===== src/rtl/multicycle_controller.sv =====
// Control unit for a multicycle RV32I datapath: Moore sequencing FSM with
// combinational ALU-control and immediate-format decoders.
module multicycle_controller #(
    parameter int STATE_W = 4
) (
    input  logic               clk,
    input  logic               rst,
    input  logic [6:0]         op,
    input  logic [2:0]         funct3,
    input  logic               funct7b5,
    input  logic               Zero,
    input  logic               mem_ready,
    output logic               PCWrite,
    output logic               AdrSrc,
    output logic               MemWrite,
    output logic               IRWrite,
    output logic               RegWrite,
    output logic [1:0]         ResultSrc,
    output logic [1:0]         ALUSrcA,
    output logic [1:0]         ALUSrcB,
    output logic [2:0]         ALUControl,
    output logic [1:0]         ImmSrc,
    output logic               illegal,
    output logic [STATE_W-1:0] state
);

    typedef enum logic [3:0] {
        FETCH    = 4'd0,
        DECODE   = 4'd1,
        MEMADR   = 4'd2,
        MEMREAD  = 4'd3,
        MEMWB    = 4'd4,
        MEMWRITE = 4'd5,
        EXECR    = 4'd6,
        ALUWB    = 4'd7,
        EXECI    = 4'd8,
        JAL      = 4'd9,
        BEQ      = 4'd10
    } state_t;

    localparam logic [6:0] OP_LW   = 7'b0000011;
    localparam logic [6:0] OP_SW   = 7'b0100011;
    localparam logic [6:0] OP_R    = 7'b0110011;
    localparam logic [6:0] OP_I    = 7'b0010011;
    localparam logic [6:0] OP_BEQ  = 7'b1100011;
    localparam logic [6:0] OP_JAL  = 7'b1101111;

    state_t     state_q, state_d;
    logic       illegal_q, illegal_d;
    logic       pc_update, branch;
    logic [1:0] alu_op;

    always_ff @(posedge clk or posedge rst) begin
        if (rst) begin
            state_q   <= FETCH;
            illegal_q <= 1'b0;
        end else begin
            state_q   <= state_d;
            illegal_q <= illegal_d;
        end
    end

    always_comb begin
        state_d   = FETCH;
        illegal_d = 1'b0;
        case (state_q)
            FETCH:    state_d = mem_ready ? DECODE : FETCH;
            DECODE: begin
                case (op)
                    OP_LW, OP_SW: state_d = MEMADR;
                    OP_R:         state_d = EXECR;
                    OP_I:         state_d = EXECI;
                    OP_BEQ:       state_d = BEQ;
                    OP_JAL:       state_d = JAL;
                    default: begin
                        state_d   = FETCH;
                        illegal_d = 1'b1;
                    end
                endcase
            end
            MEMADR:   state_d = (op == OP_LW) ? MEMREAD : MEMWRITE;
            MEMREAD:  state_d = mem_ready ? MEMWB : MEMREAD;
            MEMWB:    state_d = FETCH;
            MEMWRITE: state_d = mem_ready ? FETCH : MEMWRITE;
            EXECR:    state_d = ALUWB;
            EXECI:    state_d = ALUWB;
            ALUWB:    state_d = FETCH;
            BEQ:      state_d = FETCH;
            JAL:      state_d = ALUWB;
            default:  state_d = FETCH;
        endcase
    end

    // Moore outputs; only the fetch handshake and branch condition look at inputs.
    always_comb begin
        pc_update = 1'b0;
        branch    = 1'b0;
        alu_op    = 2'b00;
        AdrSrc    = 1'b0;
        MemWrite  = 1'b0;
        IRWrite   = 1'b0;
        RegWrite  = 1'b0;
        ResultSrc = 2'b00;
        ALUSrcA   = 2'b00;
        ALUSrcB   = 2'b00;
        case (state_q)
            FETCH: begin
                ALUSrcB   = 2'b10;
                ResultSrc = 2'b10;
                IRWrite   = mem_ready;
                pc_update = mem_ready;
            end
            DECODE: begin
                ALUSrcA = 2'b01;
                ALUSrcB = 2'b01;
            end
            MEMADR: begin
                ALUSrcA = 2'b10;
                ALUSrcB = 2'b01;
            end
            MEMREAD:  AdrSrc = 1'b1;
            MEMWB: begin
                ResultSrc = 2'b01;
                RegWrite  = 1'b1;
            end
            MEMWRITE: begin
                AdrSrc   = 1'b1;
                MemWrite = 1'b1;
            end
            EXECR: begin
                ALUSrcA = 2'b10;
                alu_op  = 2'b10;
            end
            EXECI: begin
                ALUSrcA = 2'b10;
                ALUSrcB = 2'b01;
                alu_op  = 2'b10;
            end
            ALUWB:    RegWrite = 1'b1;
            BEQ: begin
                ALUSrcA = 2'b10;
                alu_op  = 2'b01;
                branch  = 1'b1;
            end
            JAL: begin
                ALUSrcA   = 2'b01;
                ALUSrcB   = 2'b10;
                pc_update = 1'b1;
            end
            default: ;
        endcase
    end

    always_comb begin
        ALUControl = 3'b000;
        case (alu_op)
            2'b01: ALUControl = 3'b001;
            2'b10: begin
                case (funct3)
                    3'b000:  ALUControl = (op[5] & funct7b5) ? 3'b001 : 3'b000;
                    3'b010:  ALUControl = 3'b101;
                    3'b110:  ALUControl = 3'b011;
                    3'b111:  ALUControl = 3'b010;
                    default: ALUControl = 3'b000;
                endcase
            end
            default: ALUControl = 3'b000;
        endcase
    end

    always_comb begin
        case (op)
            OP_SW:   ImmSrc = 2'b01;
            OP_BEQ:  ImmSrc = 2'b10;
            OP_JAL:  ImmSrc = 2'b11;
            default: ImmSrc = 2'b00;
        endcase
    end

    assign PCWrite = pc_update | (branch & Zero);
    assign illegal = illegal_q;
    assign state   = STATE_W'(state_q);

endmodule


===== config.mk =====
export PLATFORM = sky130hd
export DESIGN_NAME = multicycle_controller
export DESIGN_NICKNAME = d
export VERILOG_FILES = /design/src/rtl/multicycle_controller.sv
export SDC_FILE = /design/constraint.sdc
export NUM_CORES = 1
export LEC_CHECK = 0
export ABC_AREA = 1
export BUFFER_PORTS_ARGS = -buffer_cell sky130_fd_sc_hd__buf_2
export CORE_MARGIN = 2
export CORE_UTILIZATION = 42
export DETAILED_ROUTE_END_ITERATION = 12
export PLACE_DENSITY = 0.8
export SLEW_MARGIN = 20
export SYNTH_ARGS = -nofsm -noshare
export SYNTH_HDL_FRONTEND = slang
export SYNTH_SLANG_ARGS = --single-unit

===== constraint.sdc =====
create_clock -name clk -period 1.83 [get_ports clk]
set_clock_uncertainty 0.15 [all_clocks]
set_input_delay 0.2745 -clock clk [delete_from_list [all_inputs] [get_ports clk]]
set_output_delay 0.2745 -clock clk [all_outputs]
set_load 0.1 [all_outputs]

==> results of run 1 <==
## kinds of logic after synthesis
logic type / synth area share, %
flops: 20.0
fa+ha+maj: 3.99
buf+inv: 13.8
simple gates: 57.7
compound gates: 4.59
## cells in the mapped netlist
cell | count | area [sq um]
nand4_1 | 1 | 6.26
inv_1 | 15 | 56.3
nand3_2 | 1 | 10.0
nor2_4 | 2 | 22.5
nor4_1 | 1 | 6.26
ha_1 | 2 | 25.0
a21oi_1 | 3 | 15.0
nor3_1 | 1 | 5.00
o21ai_0 | 1 | 5.00
nand3_1 | 11 | 55.1
nor2_1 | 14 | 52.6
dfrtp_1 | 5 | 125
nand3b_1 | 1 | 7.51
nand2_1 | 28 | 105
inv_2 | 7 | 26.3
o21ai_2 | 1 | 8.76
nor2_2 | 6 | 37.5
nor3_2 | 1 | 10.0
nand2_2 | 7 | 43.8
clkinv_1 | 1 | 3.75
## per-stage QoR
stage | area, sq um | hold WS [ns]
floorplan | 759 | -0.0969
global placement | 1340 | 0.0163
==> flow_summary_export.csv, run 1 <==
group,metric,value,unit
die,die_w,42.6,um
die,rows,13,
logic_synthesis,synth_area_per_cell,5.75,sq um
logic_synthesis,seq_area_frac_synth,20.0,%
placed_design,hpwl,2650,um
outcome,lastStage,"detailed placement (3_5_place_dp)",
logic_synthesis,syn_nets,126,
die,io-pin-count,36,
logic_synthesis,postSynthCellCount,109,
outcome,status,"aborted with a tool error",
die,die_y,42.6,um
placed_design,port_buffers,35,
logic_synthesis,ys_ff_latch,5,
logic_synthesis,synth.cell_area,627,sq um
outcome,run.stop_error,"[ERROR DPL-0033] detailed placement checks failed during check placement.",
logic_synthesis,yosys_warnings,0,
die,initial_core_util,46.4,%
placed_design,place.gp.congestion,0.878,
logic_synthesis,yosysUniqueCellTypes,20,
==> inputs of run 2 (changes only) <==
- CORE_AREA: not set -> 2 2 63 65
- CORE_MARGIN: 2 -> not set
- CORE_UTILIZATION: 42 -> not set
- DIE_AREA: not set -> 0 0 65 67
- PLACE_DENSITY: 0.8 -> not set
- PLACE_DENSITY_LB_ADDON: not set -> 0.15
==> run 2 against run 1 <==
- the flow now finishes, with violations (negative setup slack)
- synthesized cell count unchanged
- area after synthesis unchanged
==> flow_summary_export.csv, run 2 <==
group,metric,value,unit
final_layout,final_common_cell,"buf_4",
global_route,grt-ovfl-total,0,
sta,tightest_slew,0.489,ns
critical_path,rrSetupSlack,0.07,ns
placed_design,port_buffers,35,
pwr,power.leakage,0.884,nW
clocking,htreeDepth,1,
logic_synthesis,synth_ff_type,"dfrtp_1",
detailed_routing,via_per_inst,3.97,
sta,fmax,466,MHz
pwr,pwr-share-seq,11.7,%
sta,fin_hold_ws,0.255,ns
sta,fin_tns_setup,-2.35,ns
sta,slew_viol_final,0,
logic_synthesis,syn_nets,126,
final_layout,most-common-layout-cells,"buf_4 (28), nand2_1 (23), buf_2 (19)",
detailed_routing,avgRoutedWirePerCell,10.2,um
pwr,pwr-share-clk,16.0,%
logic_synthesis,synth_top_cell_by_area,"dfrtp_1",
hold_path,hold_path_class,"in -> reg",
final_layout,largest_reg_flops,4,
critical_path,path_delay_family,"flip-flops",
critical_path,path_max_fanout,3,
die,die_area,0.00436,sq mm
clocking,cts_sinks,5,
final_layout,antenna_cells,0,
pwr,p_sw,0.000641,W
critical_path,slowest_delay,0.50,ns
detailed_routing,dr.pass1.iters,4,
sta,finalCritPeriodShare,117,%
global_route,grt_pass1_wl,4000,um
logic_synthesis,yosys-top-cells-area,"dfrtp_1 (20%), nand2_1 (17%), inv_1 (9.0%), nand3_1 (8.8%), nor2_1 (8.4%)",
placed_design,place.gp.congestion,0.749,
outcome,status,"complete, but fails checks",
detailed_routing,drt_drc_violations_left,0,
clocking,clkTransAtPathRegs,0.03,ns
die,initial_core_util,17.4,%
critical_path,end_kind,"output pin",
clocking,root_buffer,"clkbuf_8",
detailed_routing,num_vias,924,
placed_design,placed_cell_area,0.00140,sq mm
final_layout,final_nets,203,
logic_synthesis,synth_edf_count,0,
pwr,powerDensity,708,mW/mm^2
pwr,p_comb_share,72.3,%
sta,rsz0062_at_grt,"yes",
sta,period_needed,2.15,ns
final_layout,drive_gt1_share,69.7,%
pwr,swShare,52.0,%
critical_path,crit_chain,"inv_4, nand2_4, inv_4, nand2_4, nand2_4, inv_4, ha_4, nor4_4, buf_12",
detailed_routing,routed_wl,2390,um
pwr,p_int,0.000593,W
global_route,antenna_found_initial,0,
critical_path,slowest_stage,"dfrtp_4",
final_layout,syn2layout_area_growth,178,%
placed_design,hpwl,1870,um
logic_synthesis,postSynthCellCount,109,
logic_synthesis,seq_area_frac_synth,20.0,%
flow_run,cap_violations,0,
sta,layout_setup_ws,-0.316,ns
logic_synthesis,synthArstFlopShare,100,%
critical_path,crit_buf_inv,4,
die,die_y,67,um
die,io-pin-count,36,
global_route,grt_use_total,11.6,%
die,die_w,65,um
critical_path,crit_required,1.41,ns
sta,setup_violations,14,
final_layout,stdcell_area,0.00174,sq mm
critical_path,crit_arrival,1.72,ns
pwr,peakVddDrop,0.680,mV
sta,hold_viol_final,0,
clocking,clockBufferDepth,2,
logic_synthesis,synth_common_cells,"nand2_1 (28), inv_1 (15), nor2_1 (14)",
clocking,cts_tree,"built",
logic_synthesis,yosysMostFrequentCell,"nand2_1",
logic_synthesis,synth.cell_area,627,sq um
global_route,grt_pass1_vias,967,
clocking,numCtsBuffers,3,
sta,relSlewSlack,67.6,%
outcome,violations,"negative setup slack",
detailed_routing,ant_nets,0,
die,core-area,0.00361,sq mm
logic_synthesis,ys_ff_latch,5,
logic_synthesis,synth_top_area_share,20.0,%
logic_synthesis,yosys_warnings,0,
global_route,grt_max_degree,7,
critical_path,worstSetupPathType,"reg -> out",
final_layout,nFillCells,354,
die,rows,22,
clocking,insertion_delay,0.22,ns
detailed_routing,drtIter0Drc,14,
logic_synthesis,yosysUniqueCellTypes,20,
logic_synthesis,synth_area_per_cell,5.75,sq um
critical_path,cp-start-kind,"flip-flop",
[run 2: cell counts after synthesis]
Identical to the previous run, type by type.
[run 2: through the flow]
| step | utilization (%) | power (W) | instances | setup WS (ns) |
|---|---|---|---|---|
| 3_5_place_dp | 38.8 | 0.000929 | 214 | -0.185 |
| 4_1_cts | 46.0 | 0.00121 | 228 | -0.334 |
| 3_3_place_gp | 38.8 | 0.000927 | 214 | -0.146 |
| 2_1_floorplan | - | 0.000649 | 109 | -0.942 |
| 6_report | 48.3 | 0.00123 | 233 | -0.316 |
| 5_1_grt | 48.3 | 0.00130 | 233 | -0.406 |
[run 2: worst min-delay path, delay by kind of cell]
| kind | cells | cell delay (ns) |
|---|---|---|
| buf+inv | 1 | 0.11 |
| simple gates | 3 | 0.19 |
[run 2: final timing paths]
| path | start | end | cells past startpoint |
|---|---|---|---|
| setup / recovery | state[0] | ALUControl[2] | 9 |
| hold / removal | op[6] | state[2] | 4 |
| setup reg to reg | state[2] | state[0] | 10 |
| hold reg to reg | state[0] | state[1] | 5 |
| max in group asynchronous | rst | state[3] | 3 |
| min in group asynchronous | rst | state[2] | 3 |
[run 2: area by class of cell]
| type | instances | area (sq um) | area share [%] |
|---|---|---|---|
| multi-input cells | 81 | 659 | 37.8 |
| repair buffers | 72 | 726 | 41.6 |
| clock buffers | 4 | 45.0 | 2.58 |
| inverters | 23 | 113 | 6.46 |
| well taps | 48 | 60.1 | 3.45 |
| flip-flops and latches | 5 | 140 | 8.04 |
[run 2: per-layer routing]
layer,vias to the layer above,track usage [%],wire length [um],part of all wire (%)
met3,0,3.72,146,6.1
met1,416,12.4,889,37
met5,-,0,0,0
li1,484,-,-,-
met2,24,22.7,1350,57
met4,0,1.60,0,0
[run 2: what timing repair did]
action / CTS / global route
setup buffers: 12 / 7
hold endpoints to repair: 5 / 0
pin swaps: 10 / 10
endpoints found under the setup margin: 14 / 14
gates cloned: 0 / 0
hold buffers: 1 / 0
resized for setup: 29 / 14
[run 2: power by group through the flow]
stage                     clock (W)  combinational (W)  sequential (W)
after floorplan                   0           0.000412        0.000238
after global placement            0           0.000785        0.000142
after detailed placement          0           0.000786        0.000142
after CTS                  0.000205           0.000860        0.000143
after global routing       0.000219           0.000931        0.000146
final                      0.000198           0.000892        0.000144
[run 2: cell families after synthesis]
| kind of cell | count (synthesis) | share of synthesized area, % |
|---|---|---|
| compound gates | 5 | 4.59 |
| simple gates | 74 | 57.7 |
| fa+ha+maj | 2 | 3.99 |
| flops | 5 | 20.0 |
| buf+inv | 23 | 13.8 |
No activity file was read; power rests on OpenSTA's default activity.
